[config.mk]
export PLATFORM = sky130hd
export DESIGN_NAME = mem_arbiter
export DESIGN_NICKNAME = d
export VERILOG_FILES = /design/src/rtl/mem_arbiter.sv
export SDC_FILE = /design/constraint.sdc
export NUM_CORES = 1
export LEC_CHECK = 0
export CAP_MARGIN = 10
export CORE_MARGIN = 1
export CORE_UTILIZATION = 30
export CTS_CLUSTER_SIZE = 16
export DETAILED_ROUTE_END_ITERATION = 10
export SLEW_MARGIN = 20
export SYNTH_ARGS = -nofsm -noshare
export SYNTH_HDL_FRONTEND = slang
export SYNTH_SLANG_ARGS = --single-unit
[constraint.sdc]
create_clock -name clk -period 3.5 [get_ports clk]
set_clock_uncertainty 0.1 [all_clocks]
set_input_delay 0.35 -clock clk [delete_from_list [all_inputs] [get_ports clk]]
set_output_delay 0.35 -clock clk [all_outputs]
set_load 0.005 [all_outputs]
[src/rtl/mem_arbiter.sv]
// Purpose : two-requester round-robin arbiter/sequencer for a single synchronous memory port.
// Latency : legal command acks 2 cycles after the accepting edge, illegal command (rd==wr) acks 1 cycle after.
// Backpress: requesters hold reqN until ackN; a loser simply waits, at most one transaction per 4 cycles.
//
// Ports:
//   clk, rst                      - clock, asynchronous active-high reset
//   req/rd/wr/addr/wdata{0,1}     - requester command (held until ack)
//   ack/err/rdata{0,1}            - completion pulse, illegal-command flag, read data (held until next ack)
//   mem_read/mem_write/mem_addr/mem_data_in/mem_data_out - memory port
//
// Build option: define MEM_ARB_FIXED_PRIO_EN for fixed priority (requester 0 wins ties),
// otherwise round-robin with a priority pointer.

module mem_arbiter #(
   parameter int ADDR_W = 5,
   parameter int DATA_W = 8
) (
   input  logic              clk,
   input  logic              rst,
   input  logic              req0,
   input  logic              rd0,
   input  logic              wr0,
   input  logic [ADDR_W-1:0] addr0,
   input  logic [DATA_W-1:0] wdata0,
   input  logic              req1,
   input  logic              rd1,
   input  logic              wr1,
   input  logic [ADDR_W-1:0] addr1,
   input  logic [DATA_W-1:0] wdata1,
   output logic              ack0,
   output logic              err0,
   output logic [DATA_W-1:0] rdata0,
   output logic              ack1,
   output logic              err1,
   output logic [DATA_W-1:0] rdata1,
   output logic              mem_read,
   output logic              mem_write,
   output logic [ADDR_W-1:0] mem_addr,
   output logic [DATA_W-1:0] mem_data_in,
   input  logic [DATA_W-1:0] mem_data_out
);

   typedef enum logic [1:0] {IDLE, ACCESS, RESP} state_t;

   state_t state;
   logic   gnt;      // id of the requester owning the current transaction
   logic   lat_rd;   // current transaction is a legal read
   logic   lat_err;  // current transaction is illegal
`ifndef MEM_ARB_FIXED_PRIO_EN
   logic   ptr;      // preferred requester on a tie
`endif

   // A requester still holding req in the cycle its ack is visible must not be re-granted.
   logic req0_eff, req1_eff, any_req, win;
   logic sel_rd, sel_wr, sel_illegal;
   logic [ADDR_W-1:0] sel_addr;
   logic [DATA_W-1:0] sel_wdata;

   assign req0_eff = req0 & ~ack0;
   assign req1_eff = req1 & ~ack1;
   assign any_req  = req0_eff | req1_eff;

   always_comb begin
      win = 1'b0;
`ifdef MEM_ARB_FIXED_PRIO_EN
      win = ~req0_eff;
`else
      if (req0_eff && req1_eff)
         win = ptr;
      else
         win = req1_eff;
`endif
   end

   assign sel_rd      = win ? rd1    : rd0;
   assign sel_wr      = win ? wr1    : wr0;
   assign sel_addr    = win ? addr1  : addr0;
   assign sel_wdata   = win ? wdata1 : wdata0;
   assign sel_illegal = (sel_rd == sel_wr);

   always_ff @(posedge clk or posedge rst) begin
      if (rst) begin
         state       <= IDLE;
         gnt         <= 1'b0;
         lat_rd      <= 1'b0;
         lat_err     <= 1'b0;
`ifndef MEM_ARB_FIXED_PRIO_EN
         ptr         <= 1'b0;
`endif
         ack0        <= 1'b0;
         err0        <= 1'b0;
         rdata0      <= '0;
         ack1        <= 1'b0;
         err1        <= 1'b0;
         rdata1      <= '0;
         mem_read    <= 1'b0;
         mem_write   <= 1'b0;
         mem_addr    <= '0;
         mem_data_in <= '0;
      end else begin
         // Pulses and strobes default low; each is set for exactly one cycle below.
         ack0      <= 1'b0;
         err0      <= 1'b0;
         ack1      <= 1'b0;
         err1      <= 1'b0;
         mem_read  <= 1'b0;
         mem_write <= 1'b0;

         case (state)
            IDLE: begin
               if (any_req) begin
                  gnt     <= win;
                  lat_err <= sel_illegal;
                  lat_rd  <= sel_rd & ~sel_wr;
`ifndef MEM_ARB_FIXED_PRIO_EN
                  ptr     <= ~win;
`endif
                  if (sel_illegal) begin
                     // No memory cycle for an illegal command.
                     state <= RESP;
                  end else begin
                     mem_read    <= sel_rd;
                     mem_write   <= sel_wr;
                     mem_addr    <= sel_addr;
                     mem_data_in <= sel_wdata;
                     state       <= ACCESS;
                  end
               end
            end

            ACCESS: begin
               // Memory samples the strobes on this edge; read data is valid next cycle.
               state <= RESP;
            end

            RESP: begin
               if (gnt) begin
                  ack1 <= 1'b1;
                  err1 <= lat_err;
                  if (lat_rd)
                     rdata1 <= mem_data_out;
               end else begin
                  ack0 <= 1'b1;
                  err0 <= lat_err;
                  if (lat_rd)
                     rdata0 <= mem_data_out;
               end
               state <= IDLE;
            end

            default: state <= IDLE;
         endcase
      end
   end

endmodule

[Word-level counts from Yosys, hierarchy flattened]
Cells that the tools add are included.
Cells by class
  muxes and demuxes: 22
  reductions and logical operators: 6
  bitwise operators: 10
  equality and inequality tests: 4
Operators by type and width (count)
  $mux 1: 17
  $reduce_and 3->1: 3
  $mux 8: 1
  $not 1->1: 6
  $mux 5: 1
  $mux 2: 2
  $pmux 2 s2: 1
  $and 1x1->1: 3
  $eq 2x1->1 const B: 1
  $eq 2x2->1 const B: 1
  $logic_not 2->1: 1
  $ne 2x2->1 const B: 1
  $reduce_and 2->1: 1
  $eq 1x1->1: 1
  $logic_and 1x1->1: 1
  $or 1x1->1: 1
Word-level totals
  output and inout port bits: 35
  flip-flop bits (word level): 41
  bits of input ports: 42

[Depth between registers and ports, before layout]
  depth after elaboration: 9
  mapped depth: 10
  depth with buffers taken out: 7

[Least setup slack after synthesis]
OpenSTA, ideal clock, no wires.
  path type: register to register
  start: register ack1
  end: register mem_data_in[0]
  slack: 957 ps
  path buffers: 3
  setup time: 122 ps
  arrival: 2321 ps
  clock period less this slack: 2543 ps
  cell stages (with the launch flop): 11
  data required time: 3278 ps
  cell sequence: dfrtp_1 > nand2b_4 > o21ba_2 > buf_6 > buf_6 > mux2i_1 > ha_1 > a2111o_4 > buf_6 > nand2_1 > o21ai_1
Between the ends
  word-level cells in the longest chain between the ends: 8
  elaborated cells on any way between the ends: 11
  those cells by class: eq/ne (1); mux (4); bitwise (4); reduce/logical (2)
RTL lines
  from (decl): line 33  | output logic ack1,
  from (signal assigned): line 93  | ack1 <= 1'b0;
  from (signal assigned): line 104  | ack1 <= 1'b0;
  from (signal assigned): line 138  | ack1 <= 1'b1;
  $not 1->1 *: line 60  | assign req1_eff = req1 & ~ack1;
  $and 1x1->1 *: line 60
  $logic_and 1x1->1: line 68  | if (req0_eff && req1_eff)
  $mux 1 *: line 68
  $mux 1 (on tied branches): line 75, 76
  $eq 1x1->1 *: line 79  | assign sel_illegal = (sel_rd == sel_wr);
  named net sel_illegal: line 55  | logic sel_rd, sel_wr, sel_illegal;
  $not 1->1 (no line) *
  $reduce_and 3->1 (no line) *
  to (signal assigned): line 125  | mem_data_in <= sel_wdata;
  to (decl): line 39  | output logic [DATA_W-1:0] mem_data_in,
Mark *: on every way through the listed nets, which the timed path passes. The rest lies on a longest branch.
A chain may end at the register's enable or synchronous reset.

[Final worst setup path]
  start: input req1
  end: register mem_data_in[4]
Between the ends
  word-level cells in the longest chain between the ends: 7
  elaborated cells on any way between the ends: 10
  those cells by class: eq/ne (1); mux (4); bitwise (3); reduce/logical (2)
RTL lines
  from (decl): line 25  | input logic req1,
  $and 1x1->1 *: line 60
  $logic_and 1x1->1: line 68
  $mux 1 *: line 68
  $mux 1 (on tied branches): line 75, 76
  $eq 1x1->1 *: line 79
  named net sel_illegal: line 55
  $not 1->1 (no line) *
  $reduce_and 3->1 (no line) *
Marks and branches as above.

==> summary.md <==
| Metric | Value |
|---|---|
| HP Class | input port to asynchronous set/reset pin |
| P&R area growth vs syn | 50.4% |
| Synth top area cells | dfrtp_1, mux2_2, mux2i_1 |
| Antenna diode count | 0 |
| FP Rows | 27 |
| Max Root-Sink Buffers | 2 |
| Layout cells sized above 1 | around a fifth |
| Fmax | approximately 380 MHz |
| Reg2Reg Launch Point | ack1 |
| Total Wirelength | approximately 3.6 mm |
| RSZ-0062 raised after global routing | false |
| First-iteration detailed-routing DRC count | 37 |
| Top cell type's share of synthesized area | 57.5% |
| Worst EP required | 3.57 ns |
| Pre-CTS setup slack | approximately 0.53 ns |
| Crit share post-route | around three quarters |
| Crit path DAT | 2.72 ns |
| Total CTS buffers | 5 |
| Initial antenna violation count | 0 |
| Starting Density | 31.8% |
| Setup WS post-layout | 0.852 ns |
| Mapped Nets | 176 |
| Seq cells post-synth | 41 |
| TritonRoute pass-1 iters | 2 |
| Clock power frac | 14.5% |
| Root Driver | clkbuf_8 |
| Mapped cell area | 0.00178 mm^2 |
| Largest net degree at the start of global routing | 42 |
| Share of synthesized flip-flops with an asynchronous set or reset | 100% |
| Via count | about 1,200 |
| Max cap viols | 0 |
| Clk_lat worst skew | 0.28 ns |
| Nets | 256 |
| Slew Limit Fails | 0 |
| First-pass GRT wire length | about 6.2 mm |
| Hold violation count in the final report | 0 |
| Via/cell ratio | 4.36 |
| Crit. path cell count | 8 |
| Hold_buf cts | 0 |
| # IOs | 77 |
| Reg2Reg Depth | 7 |
| Pwr dens | 749 mW/mm^2 |
| Total track usage | 13.0% |
| CP max FO | 27 |
| Cell taking the most area after synthesis | dfrtp_1 |
| Setup_tns | 0 ns |
| CP max stage delay | around 0.63 ns |
| Count leader, synth | dfrtp_1 |
| Post-CTS sizing | 0 |
| Seq pwr share | 40.5% |
| Avg Cell Area, Syn | around 14 um^2 |
| CP Launch Point | req1 |
| Top cells by count, synth | dfrtp_1, mux2_2, mux2i_1, nand2_1, o21ai_1 |
| CTS H-tree lvls | 2 |
| I/O Buffers | 76 |
| Combinational Power Share | roughly 45% |
| R2R setup slack | 0.96 ns |
| Register area share after synthesis | 57.5% |
| TritonCTS clock tree | built |
| Status | finished, final reports clean |
| Syn Inst Count | 131 |
| Routed wire length per instance | between 10 and 15 um |
| Clock sinks | 41 |
| CP Capture Point | mem_data_in[4] |
| Critical Path Sink Type | flop |
| Sw Share | 29.8% |
| Post-layout minimum cycle time | 2.65 ns |
| Switching power of the nets | approximately 0.00060 W |
| Leak Pwr | approximately 1.2 nW |
| Critical Path, Cell by Cell | clkdlybuf4s50_1 > nand2b_4 > o21ba_2 > mux2_2 > ha_1 > a2111o_4 > nand2_1 > o21ai_2 |
| DRC | 0 |
| Post-CTS Setup Bufs | 0 |
| Die Span Y | ~79 um |
| Internal | approximately 0.0014 W |
| Crit path kind | input port to flop |
| Clk slew on worst S/H paths | roughly 0.080 ns |
| Top delay family on crit path | compound AO/OA/AOI/OAI gates |
| RePlAce Congestion | 0.760 |
| Number of flops mapped to enable cells by yosys | 0 |
| Prevailing post-synth register cell | dfrtp_1 |
| Total gr overflow | 0 |
| Vias in the first global route | ~1,300 |
| Crit-path slowest cell | a2111o_4 |
| Cell variety after synth | 20 |
| CP startpoint kind | input port |
| R2r endpoint | mem_data_in[4] |
| Die area | 0.00626 mm^2 |
| Core Box Area | around 0.0056 mm^2 |
| Slew HR | between 60% and 70% |
| Least-Margin Pin Slew | about 0.50 ns |
| Routed Antenna Nets | 0 |
| Endpoints failing setup | 0 |
| Die width | 79.1 um |
| Worst Path Buf+Inv | 1 |
| Worst vdd ir | 0.000304 V |
| Syn. warnings | 0 |
## cell type report
cell class | instances | area (um^2)
inverters | 4 | 15.0
flip-flops and latches | 41 | 1030
repair buffers | 78 | 776
well taps | 72 | 90.1
fillers | 523 | 2920
clock buffers | 5 | 68.8
multi-input cells | 81 | 691
clock inverters | 3 | 17.5
## flip-flops by register name (all words and copies together), names as in the netlist
register	cells
ack0	1
ack1	1
err0	1
err1	1
gnt	1
lat_err	1
lat_rd	1
mem_addr	5
mem_data_in	8
mem_read	1
mem_write	1
ptr	1
rdata0	8
rdata1	8
state	2
## kinds of logic after synthesis
logic type | count (synthesis) | synth area share (%)
flip-flops | 41 | 57.5
multiplexers | 34 | 20.5
AND/OR/NAND/NOR | 26 | 8.21
AO/OA/AOI/OAI | 18 | 7.92
buffers and inverters | 9 | 3.79
adder cells (fa/ha/maj) | 3 | 2.10
## metrics by stage
step | power (W) | area [um^2] | cells | util, % | hold slack (ns)
2_1_floorplan | 0.00127 | 1780 | 131 | - | 0.343
3_3_place_gp | 0.00172 | 2600 | 276 | 46.3 | 0.364
3_5_place_dp | 0.00175 | 2600 | 276 | 46.3 | 0.371
4_1_cts | 0.00205 | 2680 | 284 | 47.9 | 0.384
5_1_grt | 0.00216 | 2680 | 284 | 47.9 | 0.397
6_report | 0.00201 | 2680 | 284 | 47.9 | 0.379
## layer usage
metal	part of all wire, %	global-route usage, %
met3	5.0	3.33
met2	52	21.9
met5	0	0
met4	1.8	6.00
met1	41	15.6
## worst register-to-register path: cells and delay by family, from the launching register on
| kind | cells | cell delay (ns) |
|---|---|---|
| adders and majority gates | 1 | 0.32 |
| muxes | 1 | 0.36 |
| and+or+nand+nor | 2 | 0.31 |
| DFF | 1 | 0.38 |
| AOI/OAI and AO/OA | 3 | 0.97 |
## power groups by stage
stage               Combinational, W  Clock, W  Sequential (W)
floorplan                   0.000447         0        0.000826
global placement            0.000908         0        0.000815
detailed placement          0.000921         0        0.000827
CTS                         0.000922  0.000310        0.000819
global route                0.000990  0.000331        0.000843
finish                      0.000903  0.000292        0.000814
## layout by cell type, fill, tap and decap left out
cell,Yosys,layout
o21ai_2,6,6
nor3b_2,1,1
a21oi_1,2,2
buf_4,1,2
mux2_2,20,20
clkdlybuf4s50_1,0,76
clkinvlp_4,0,1
o21ba_2,1,1
nor2_1,2,2
clkinv_1,0,1
o21ai_1,7,7
nand2_2,1,1
dfrtp_1,41,41
mux2i_1,14,14
and2_1,5,5
and3b_1,1,1
clkbuf_8,0,5
ha_1,3,3
nand2b_4,2,2
a2111o_4,1,1
inv_1,4,3
a211oi_2,1,1
nand2_1,14,14
clkinv_2,0,2
## how the worst min path moves through the flow
stage	from	end	slack, ns	cells after the start
global route	gnt	ack0	0.40	1
global placement	mem_addr[0]	mem_addr[0]	0.36	2
detailed placement	mem_data_in[5]	mem_data_in[5]	0.37	2
CTS	gnt	ack0	0.38	1
finish	rst	rdata0[1]	0.38	3
floorplan	gnt	ack0	0.34	1
Note: power is estimated with default switching activity, not from simulation.
